`src/rtl/alu_arbiter_seq_if.sv`:
```
// Request/response bundle between two issue ports and the shared-ALU front end.
// Port i owns bit i of each valid/ready pair and slice i of each packed operand bus.
interface alu_arbiter_seq_if #(
   parameter int unsigned W = 17
) ();
   logic [1:0]     req_valid;
   logic [1:0]     req_ready;
   logic [9:0]     req_sel;
   logic [2*W-1:0] req_a;
   logic [2*W-1:0] req_b;
   logic [1:0]     rsp_valid;
   logic [1:0]     rsp_ready;
   logic [W-1:0]   rsp_data;
   logic           rsp_cout;

   modport master (
      output req_valid, req_sel, req_a, req_b, rsp_ready,
      input  req_ready, rsp_valid, rsp_data, rsp_cout
   );

   modport slave (
      input  req_valid, req_sel, req_a, req_b, rsp_ready,
      output req_ready, rsp_valid, rsp_data, rsp_cout
   );
endinterface

```
`src/rtl/alu_arbiter_seq.sv`:
```
// Round-robin two-port front end for one shared combinational ALU.
// One operation in flight: accept -> register operands -> capture result -> hold response.
module alu_arbiter_seq #(
   parameter int unsigned W  = 17,
   parameter int unsigned CW = 16
) (
   input  logic                clock,
   input  logic                reset,
   alu_arbiter_seq_if.slave    bus,
   output logic [W-1:0]        alu_a,
   output logic [W-1:0]        alu_b,
   output logic [4:0]          alu_sel,
   input  logic [W-1:0]        alu_out,
   input  logic                alu_cout,
   output logic                busy,
   output logic [CW-1:0]       op_count
);

   typedef enum logic [1:0] {StIdle, StExec, StResp} state_e;

   state_e       state_q, state_d;
   logic         gnt_q;
   logic         last_grant_q;
   logic [1:0]   rsp_valid_q;
   logic [W-1:0] rsp_data_q;
   logic         rsp_cout_q;
   logic [1:0]   req_ready;
   logic         win;
   logic         accept;
   logic         complete;

   always_ff @(posedge clock or posedge reset) begin
      if (reset) state_q <= StIdle;
      else       state_q <= state_d;
   end

   always_comb begin
      state_d   = state_q;
      req_ready = 2'b00;
      accept    = 1'b0;
      complete  = 1'b0;
      // Lone requester wins; on contention the port that did not win last time wins.
      win       = (bus.req_valid == 2'b10) || ((bus.req_valid == 2'b11) && !last_grant_q);
      unique case (state_q)
         StIdle: begin
            if (|bus.req_valid) begin
               req_ready = win ? 2'b10 : 2'b01;
               accept    = 1'b1;
               state_d   = StExec;
            end
         end
         StExec: state_d = StResp;
         StResp: begin
            if (bus.rsp_ready[gnt_q]) begin
               complete = 1'b1;
               state_d  = StIdle;
            end
         end
         default: state_d = StIdle;
      endcase
   end

   always_ff @(posedge clock or posedge reset) begin
      if (reset) begin
         gnt_q        <= 1'b0;
         last_grant_q <= 1'b1;
         alu_a        <= '0;
         alu_b        <= '0;
         alu_sel      <= '0;
         rsp_valid_q  <= 2'b00;
         rsp_data_q   <= '0;
         rsp_cout_q   <= 1'b0;
         op_count     <= '0;
      end else begin
         if (accept) begin
            alu_a        <= win ? bus.req_a[2*W-1:W] : bus.req_a[W-1:0];
            alu_b        <= win ? bus.req_b[2*W-1:W] : bus.req_b[W-1:0];
            alu_sel      <= win ? bus.req_sel[9:5]   : bus.req_sel[4:0];
            gnt_q        <= win;
            last_grant_q <= win;
         end
         if (state_q == StExec) begin
            rsp_data_q  <= alu_out;
            rsp_cout_q  <= alu_cout;
            rsp_valid_q <= gnt_q ? 2'b10 : 2'b01;
         end
         if (complete) begin
            rsp_valid_q <= 2'b00;
            op_count    <= op_count + CW'(1);
         end
      end
   end

   assign bus.req_ready = req_ready;
   assign bus.rsp_valid = rsp_valid_q;
   assign bus.rsp_data  = rsp_data_q;
   assign bus.rsp_cout  = rsp_cout_q;
   assign busy          = (state_q != StIdle);

endmodule
```
`src/flat_wrapper.sv`:
```
// flat-port wrapper written by rule: the top's interface ports become plain ports
module alu_arbiter_seq_flat 
#(
   parameter int unsigned W  = 17,
   parameter int unsigned CW = 16
)
  (clock, reset, alu_a, alu_b, alu_sel, alu_out, alu_cout, busy, op_count, bus_req_valid, bus_req_sel, bus_req_a, bus_req_b, bus_rsp_ready, bus_req_ready, bus_rsp_valid, bus_rsp_data, bus_rsp_cout);
  alu_arbiter_seq_if #(.W(W)) bus_i ();
  input  logic clock;
  input  logic reset;
  output logic [W-1:0] alu_a;
  output logic [W-1:0] alu_b;
  output logic [4:0] alu_sel;
  input  logic [W-1:0] alu_out;
  input  logic alu_cout;
  output logic busy;
  output logic [CW-1:0] op_count;
  input wire logic [$bits(bus_i.req_valid)-1:0] bus_req_valid;
  input wire logic [$bits(bus_i.req_sel)-1:0] bus_req_sel;
  input wire logic [$bits(bus_i.req_a)-1:0] bus_req_a;
  input wire logic [$bits(bus_i.req_b)-1:0] bus_req_b;
  input wire logic [$bits(bus_i.rsp_ready)-1:0] bus_rsp_ready;
  output wire logic [$bits(bus_i.req_ready)-1:0] bus_req_ready;
  output wire logic [$bits(bus_i.rsp_valid)-1:0] bus_rsp_valid;
  output wire logic [$bits(bus_i.rsp_data)-1:0] bus_rsp_data;
  output wire logic [$bits(bus_i.rsp_cout)-1:0] bus_rsp_cout;
  assign bus_i.req_valid = bus_req_valid;
  assign bus_i.req_sel = bus_req_sel;
  assign bus_i.req_a = bus_req_a;
  assign bus_i.req_b = bus_req_b;
  assign bus_i.rsp_ready = bus_rsp_ready;
  assign bus_req_ready = bus_i.req_ready;
  assign bus_rsp_valid = bus_i.rsp_valid;
  assign bus_rsp_data = bus_i.rsp_data;
  assign bus_rsp_cout = bus_i.rsp_cout;
  alu_arbiter_seq #(.W(W), .CW(CW)) u_core (.clock(clock), .reset(reset), .bus(bus_i), .alu_a(alu_a), .alu_b(alu_b), .alu_sel(alu_sel), .alu_out(alu_out), .alu_cout(alu_cout), .busy(busy), .op_count(op_count));
endmodule
```
`config.mk`:
```
export PLATFORM = sky130hd
export DESIGN_NAME = alu_arbiter_seq_flat
export DESIGN_NICKNAME = d
export VERILOG_FILES = /design/src/rtl/alu_arbiter_seq_if.sv /design/src/rtl/alu_arbiter_seq.sv /design/src/flat_wrapper.sv
export SDC_FILE = /design/constraint.sdc
export NUM_CORES = 1
export LEC_CHECK = 0
export ABC_CLOCK_PERIOD_IN_PS = 3550
export CAP_MARGIN = 20
export CORE_MARGIN = 8
export CORE_UTILIZATION = 23
export CTS_BUF_LIST = sky130_fd_sc_hd__clkbuf_16
export DETAILED_ROUTE_END_ITERATION = 8
export SETUP_SLACK_MARGIN = 0.4
export SYNTH_ARGS = -nofsm -noshare
export SYNTH_HDL_FRONTEND = slang
export SYNTH_SLANG_ARGS = --single-unit
export TNS_END_PERCENT = 20
```
`constraint.sdc`:
```
create_clock -name clock -period 3.55 [get_ports clock]
set_input_delay 1.065 -clock clock [delete_from_list [all_inputs] [get_ports clock]]
set_output_delay 1.065 -clock clock [all_outputs]
set_load 0.03 [all_outputs]
```
==> impl_metrics.env, run 1 <==
export IMPL_cts_tree="yes"
export IMPL_ir_worst_vdd_mv=0.350
export IMPL_synth_top_family_by_area="compound AO/OA/AOI/OAI gates"
export IMPL_finalCritPeriodShare_pct=87.7
export IMPL_hold_viol_final=0
export IMPL_rows=43
export IMPL_synth_most_common_cell="dfrtp_1"
export IMPL_chipWidth_um=134
export IMPL_synth_area_um2=3200
export IMPL_fin_nets=534
export IMPL_yosys_area_share_simple_pct=6.14
export IMPL_wl_met1_um=4230
export IMPL_setup_tns_ps=0
export IMPL_clock_sinks=79
export IMPL_synthCells=252
export IMPL_dr_wl_met2_um=4500
export IMPL_clkTransAtPathRegs_ps=60
export IMPL_synth_largest_area_cell="dfrtp_1"
export IMPL_dpl_hpwl_um=7820
export IMPL_routed_via_density=4.53
export IMPL_die_h_um=134
export IMPL_cp_startpoint="bus_req_valid[0]"
export IMPL_start_kind="input port"
export IMPL_critPathBufInv=2
export IMPL_cp_data_arrival_time_ps=2050
export IMPL_drv_cap=0
export IMPL_critical_path_class="in -> out"
export IMPL_avgSynthCellArea_um2=12.7
export IMPL_outcome="finished clean"
export IMPL_synthArstFlopShare_pct=100
export IMPL_grt_usage_pct=11.5
export IMPL_total_power_w=0.00502
export IMPL_initial_utilization_pct=23.3
export IMPL_cts_root_buf="clkbuf_16"
export IMPL_skew_ps=4.62
export IMPL_final_min_clock_period_ps=3110
export IMPL_drcViolationCount=0
export IMPL_num_vias=2785
export IMPL_yosys_warnings=0
export IMPL_post_drt_wl_per_cell_um=16.6
export IMPL_cp_end_kind="output pin"
export IMPL_rsz0062_at_grt="false"
export IMPL_power_density_nw_per_um2=910
export IMPL_antenna_found_initial=1
export IMPL_io_pins=180
export IMPL_slew_headroom_pct=47.1
export IMPL_wl_met3_um=1290
export IMPL_slowest_delay_ps=550
export IMPL_fillers=1345
export IMPL_p_leak_nw=2.44
export IMPL_rr_startpoint="u_core.gnt_q"
export IMPL_seq_area_frac_synth_pct=61.9
export IMPL_insertion_delay_ps=330
export IMPL_place_congestion=0.669
export IMPL_hp_class="reg -> reg"
export IMPL_synth_xor_area_share_pct=4.11
export IMPL_required_ps=2480
export IMPL_multiInputGateArea_um2=998
export IMPL_htreeDepth=3
export IMPL_crit_path_top_delay_cell="clkdlybuf4s50_1"
export IMPL_synth_compound_area_share_pct=13.2
export IMPL_ys_seq_elements=79
export IMPL_synth_area_mux_share_pct=7.01
export IMPL_antenna_cells=0
export IMPL_grt_pass1_vias=3095
export IMPL_top_layer="met5"
export IMPL_port_buffers=179
export IMPL_synth_ff_type="dfrtp_1"
export IMPL_clock_path_buffers=2
export IMPL_synthTopCellsByArea="dfrtp_1 (61%), a222oi_1 (12%), mux2_2 (6.7%), inv_1 (5.0%), xnor2_1 (3.0%)"
export IMPL_grt_ovfl_total=0
export IMPL_synth_cell_types=25
export IMPL_cts_made_buffers=9
export IMPL_synth_nets=355
export IMPL_worstHoldStart="u_core.op_count[15]"
export IMPL_slew_viol_final=0
export IMPL_crit_fanout=3
export IMPL_dieArea_um2=17900
export IMPL_syn_to_final_growth_pct=72.3
export IMPL_setup_viol=0
export IMPL_drive_above_1_share_pct=10.3
export IMPL_max_freq_mhz=321
export IMPL_ff_latch_area_um2=1980
export IMPL_synth_edf_count=0
export IMPL_crit_path_cell_trace="clkdlybuf4s50_1 > nand2_1 > and3_1 > buf_4"
export IMPL_drtAntennaViolNets=0
export IMPL_grt_pass1_wl_um=16300
export IMPL_core_um2=13700
export IMPL_totalWireLength_um=10200
export IMPL_cts_hold_buf=0
export IMPL_drtPass1Iterations=6
export IMPL_tightest_slew_ps=793
export IMPL_synth_top_cells_by_count="dfrtp_1 (78), inv_1 (43), a222oi_1 (39), mux2_2 (19), clkbuf_1 (12)"
export IMPL_drtIter0Drc=215
export IMPL_synthAdderAreaFrac_pct=0.391
export IMPL_cpLargestDelayFamily="buffers and inverters"
export IMPL_grt_max_degree=45
export IMPL_synth_top_area_share_pct=61.1
[flip-flops by register name (all words and copies together), names as in the netlist]
name / flops
u_core.alu_a: 17
u_core.alu_b: 17
u_core.alu_sel: 5
u_core.bus.rsp_cout: 1
u_core.bus.rsp_data: 17
u_core.bus.rsp_valid: 2
u_core.gnt_q: 1
u_core.last_grant_q: 1
u_core.op_count: 16
u_core.state_q: 2
[power breakdown]
| part | internal, W | total (W) | switching (W) |
|---|---|---|---|
| logic | 0.00117 | 0.00261 | 0.00144 |
| registers | 0.00130 | 0.00154 | 0.000247 |
| clock network | 0.000531 | 0.000863 | 0.000332 |
| total | 0.00300 | 0.00502 | 0.00202 |
[routing by layer]
metal / vias to the layer above / track usage, %
met4: 2 / 5.68
met5: - / 0
met2: 141 / 17.1
met3: 15 / 6.17
li1: 1278 / -
met1: 1349 / 13.2
[cells by family (layout without fill, tap and decap cells)]
| group | Yosys count | after routing |
|---|---|---|
| multiplexers | 20 | 20 |
| flip-flops | 79 | 79 |
| AND/OR/NAND/NOR | 33 | 33 |
| AO/OA/AOI/OAI | 44 | 44 |
| XOR/XNOR | 15 | 15 |
| adder cells (fa/ha/maj) | 1 | 1 |
| buffers and inverters | 60 | 243 |
[layout make-up]
cell class	instances	share of cell area (%)
repair buffers	185	33.9
clock inverters	6	0.954
multi-input cells	113	18.1
well taps	180	4.09
inverters	43	2.95
flip-flops and latches	79	35.9
clock buffers	9	4.09
[metrics by stage]
stage | hold WS (ps) | instance area (µm²) | utilization (%) | worst slack, ps | cells
global placement | 464 | 5210 | 38.0 | 429 | 599
floorplan | 498 | 3200 | - | 463 | 252
finish | 479 | 5510 | 40.2 | 436 | 615
CTS | 475 | 5490 | 40.0 | 430 | 614
detailed placement | 466 | 5210 | 38.0 | 430 | 599
global route | 517 | 5510 | 40.2 | 403 | 615
[cells in the final DEF (no fill, tap or decap), types with 2 or more instances in the layout]
cell type	Yosys	final
clkbuf_16	0	9
nand4_1	4	4
and4_1	2	2
xor2_1	4	4
nand2_1	10	10
clkinv_2	0	4
xnor2_1	11	11
mux2_2	19	19
and3_1	3	3
nand2b_1	3	3
dfrtp_1	78	78
o22ai_1	2	2
a21o_1	2	2
a222oi_1	39	39
clkdlybuf4s50_1	0	176
clkinv_1	0	2
inv_1	43	42
nand3_1	4	4
nor3_1	2	2
buf_12	0	2
buf_4	0	5
nor2_1	2	2
[path summary, 6_finish.rpt]
path / to / slack, ps / cells after the start
max reg2reg: u_core.op_count[1] / 1780 / 3
min in group asynchronous: u_core.bus.rsp_data[10] / 1180 / 2
min reg2reg: u_core.op_count[15] / 480 / 1
max: bus_req_ready[1] / 440 / 4
min: u_core.op_count[15] / 480 / 1
max in group asynchronous: u_core.alu_sel[3] / 1740 / 3
[what timing repair did]
| item | 4_1_cts | 5_1_grt |
|---|---|---|
| hold endpoints to repair | 0 | 0 |
| endpoints found under the setup margin | 0 | 1 |
| buffers inserted | 0 | 0 |
| gates resized for setup | 0 | 1 |
No activity file was read; power rests on OpenSTA's default activity.
==> run 2, diff against run 1 <==
CAP_MARGIN = not set   (was 20)
SETUP_SLACK_MARGIN = 0.02   (was 0.4)
==> impl_metrics.env, run 2 (synthesis results as in run 1) <==
export IMPL_cp_end_kind="output pin"
export IMPL_dpl_hpwl_um=7820
export IMPL_post_drt_wl_per_cell_um=16.6
export IMPL_syn_to_final_growth_pct=71.8
export IMPL_clkTransAtPathRegs_ps=60
export IMPL_die_h_um=134
export IMPL_slew_headroom_pct=32.2
export IMPL_grt_pass1_wl_um=16300
export IMPL_dr_wl_met2_um=4450
export IMPL_worstHoldStart="u_core.op_count[15]"
export IMPL_drcViolationCount=0
export IMPL_rsz0062_at_grt="false"
export IMPL_rows=43
export IMPL_clock_path_buffers=2
export IMPL_max_freq_mhz=321
export IMPL_hold_viol_final=0
export IMPL_cts_hold_buf=0
export IMPL_crit_fanout=3
export IMPL_port_buffers=179
export IMPL_fin_nets=533
export IMPL_final_min_clock_period_ps=3110
export IMPL_grt_pass1_vias=3095
export IMPL_required_ps=2480
export IMPL_fillers=1345
export IMPL_p_leak_nw=2.43
export IMPL_dieArea_um2=17900
export IMPL_rr_startpoint="u_core.gnt_q"
export IMPL_grt_max_degree=45
export IMPL_antenna_cells=0
export IMPL_critical_path_class="in -> out"
export IMPL_top_layer="met4"
export IMPL_setup_viol=0
export IMPL_cts_made_buffers=9
export IMPL_io_pins=180
export IMPL_cts_tree="yes"
export IMPL_layout_setup_ws_ps=438
export IMPL_place_congestion=0.669
export IMPL_dpl_worst_slack_ps=430
export IMPL_drtIter0Drc=205
export IMPL_slew_viol_final=0
export IMPL_drive_above_1_share_pct=10.1
export IMPL_cts_root_buf="clkbuf_16"
export IMPL_cp_startpoint="bus_req_valid[0]"
export IMPL_ctsResizeCount=0
export IMPL_routed_via_density=4.51
export IMPL_totalWireLength_um=10200
export IMPL_grt_usage_pct=11.5
export IMPL_wl_met3_um=1270
export IMPL_skew_ps=5.33
export IMPL_ir_worst_vdd_mv=0.351
export IMPL_final_common_cell="clkdlybuf4s50_1"
export IMPL_chipWidth_um=134
export IMPL_postCtsSetupRepairBufs=0
export IMPL_stdcell_count=614
export IMPL_wl_met1_um=4280
export IMPL_power_density_nw_per_um2=910
export IMPL_drtPass1Iterations=6
export IMPL_start_kind="input port"
export IMPL_cp_data_arrival_time_ps=2050
export IMPL_htreeDepth=3
export IMPL_dp_cells=599
export IMPL_insertion_delay_ps=330
export IMPL_antenna_found_initial=0
export IMPL_clock_sinks=79
export IMPL_final_cell_mix="clkdlybuf4s50_1 (177), dfrtp_1 (78), inv_1 (42)"
export IMPL_outcome="finished clean"
export IMPL_num_vias=2768
export IMPL_finalCritPeriodShare_pct=87.7
export IMPL_grt_ovfl_total=0
export IMPL_core_um2=13700
export IMPL_hp_class="reg -> reg"
export IMPL_drtAntennaViolNets=0
export IMPL_drv_cap=0
export IMPL_tightest_slew_ps=1020
export IMPL_initial_utilization_pct=23.3
export IMPL_setup_tns_ps=0
run 2: report_power, final:
group / switching (W) / internal (W)
registers: 0.000247 / 0.00130
logic: 0.00143 / 0.00116
clock network: 0.000332 / 0.000531
total: 0.00201 / 0.00299
run 2: final timing paths:
check	cells after the start	slack [ps]	to
setup / recovery	4	440	bus_req_ready[1]
hold / removal	1	480	u_core.op_count[15]
setup reg to reg	3	1780	u_core.op_count[1]
hold reg to reg	1	480	u_core.op_count[15]
max in group asynchronous	3	1740	u_core.alu_sel[3]
min in group asynchronous	2	1190	u_core.bus.rsp_data[10]
run 2: cell type report:
class	instances	area, µm²	share of cell area [%]
flip-flops and latches	79	1980	36.0
repair buffers	184	1850	33.7
multi-input cells	113	998	18.2
clock buffers	9	225	4.10
well taps	180	225	4.10
inverters	43	163	2.96
clock inverters	6	52.6	0.957
run 2: metal layers:
layer / up-vias / GRT usage (%)
met1: 1347 / 13.2
met3: 13 / 6.17
li1: 1273 / -
met4: 0 / 5.68
met2: 135 / 17.1
met5: - / 0
run 2: metrics by stage:
stage          hold slack [ps]  utilization (%)  area (µm²)  power (W)
2_1_floorplan              498                -        3200    0.00304
3_3_place_gp               464             38.0        5210    0.00415
3_5_place_dp               466             38.0        5210    0.00420
4_1_cts                    475             40.0        5490    0.00510
5_1_grt                    517             40.0        5490    0.00531
6_report                   479             40.0        5490    0.00500
run 2: critical path, stage by stage:
cell	delay, ps
clkdlybuf4s50_1	550
nand2_1	70
and3_1	190
buf_4	170
==> run 3, diff against run 2 <==
CAP_MARGIN = 15   (was not set)
==> results of run 3 <==
Final layout, timing and power as in run 2 (identical DEF).
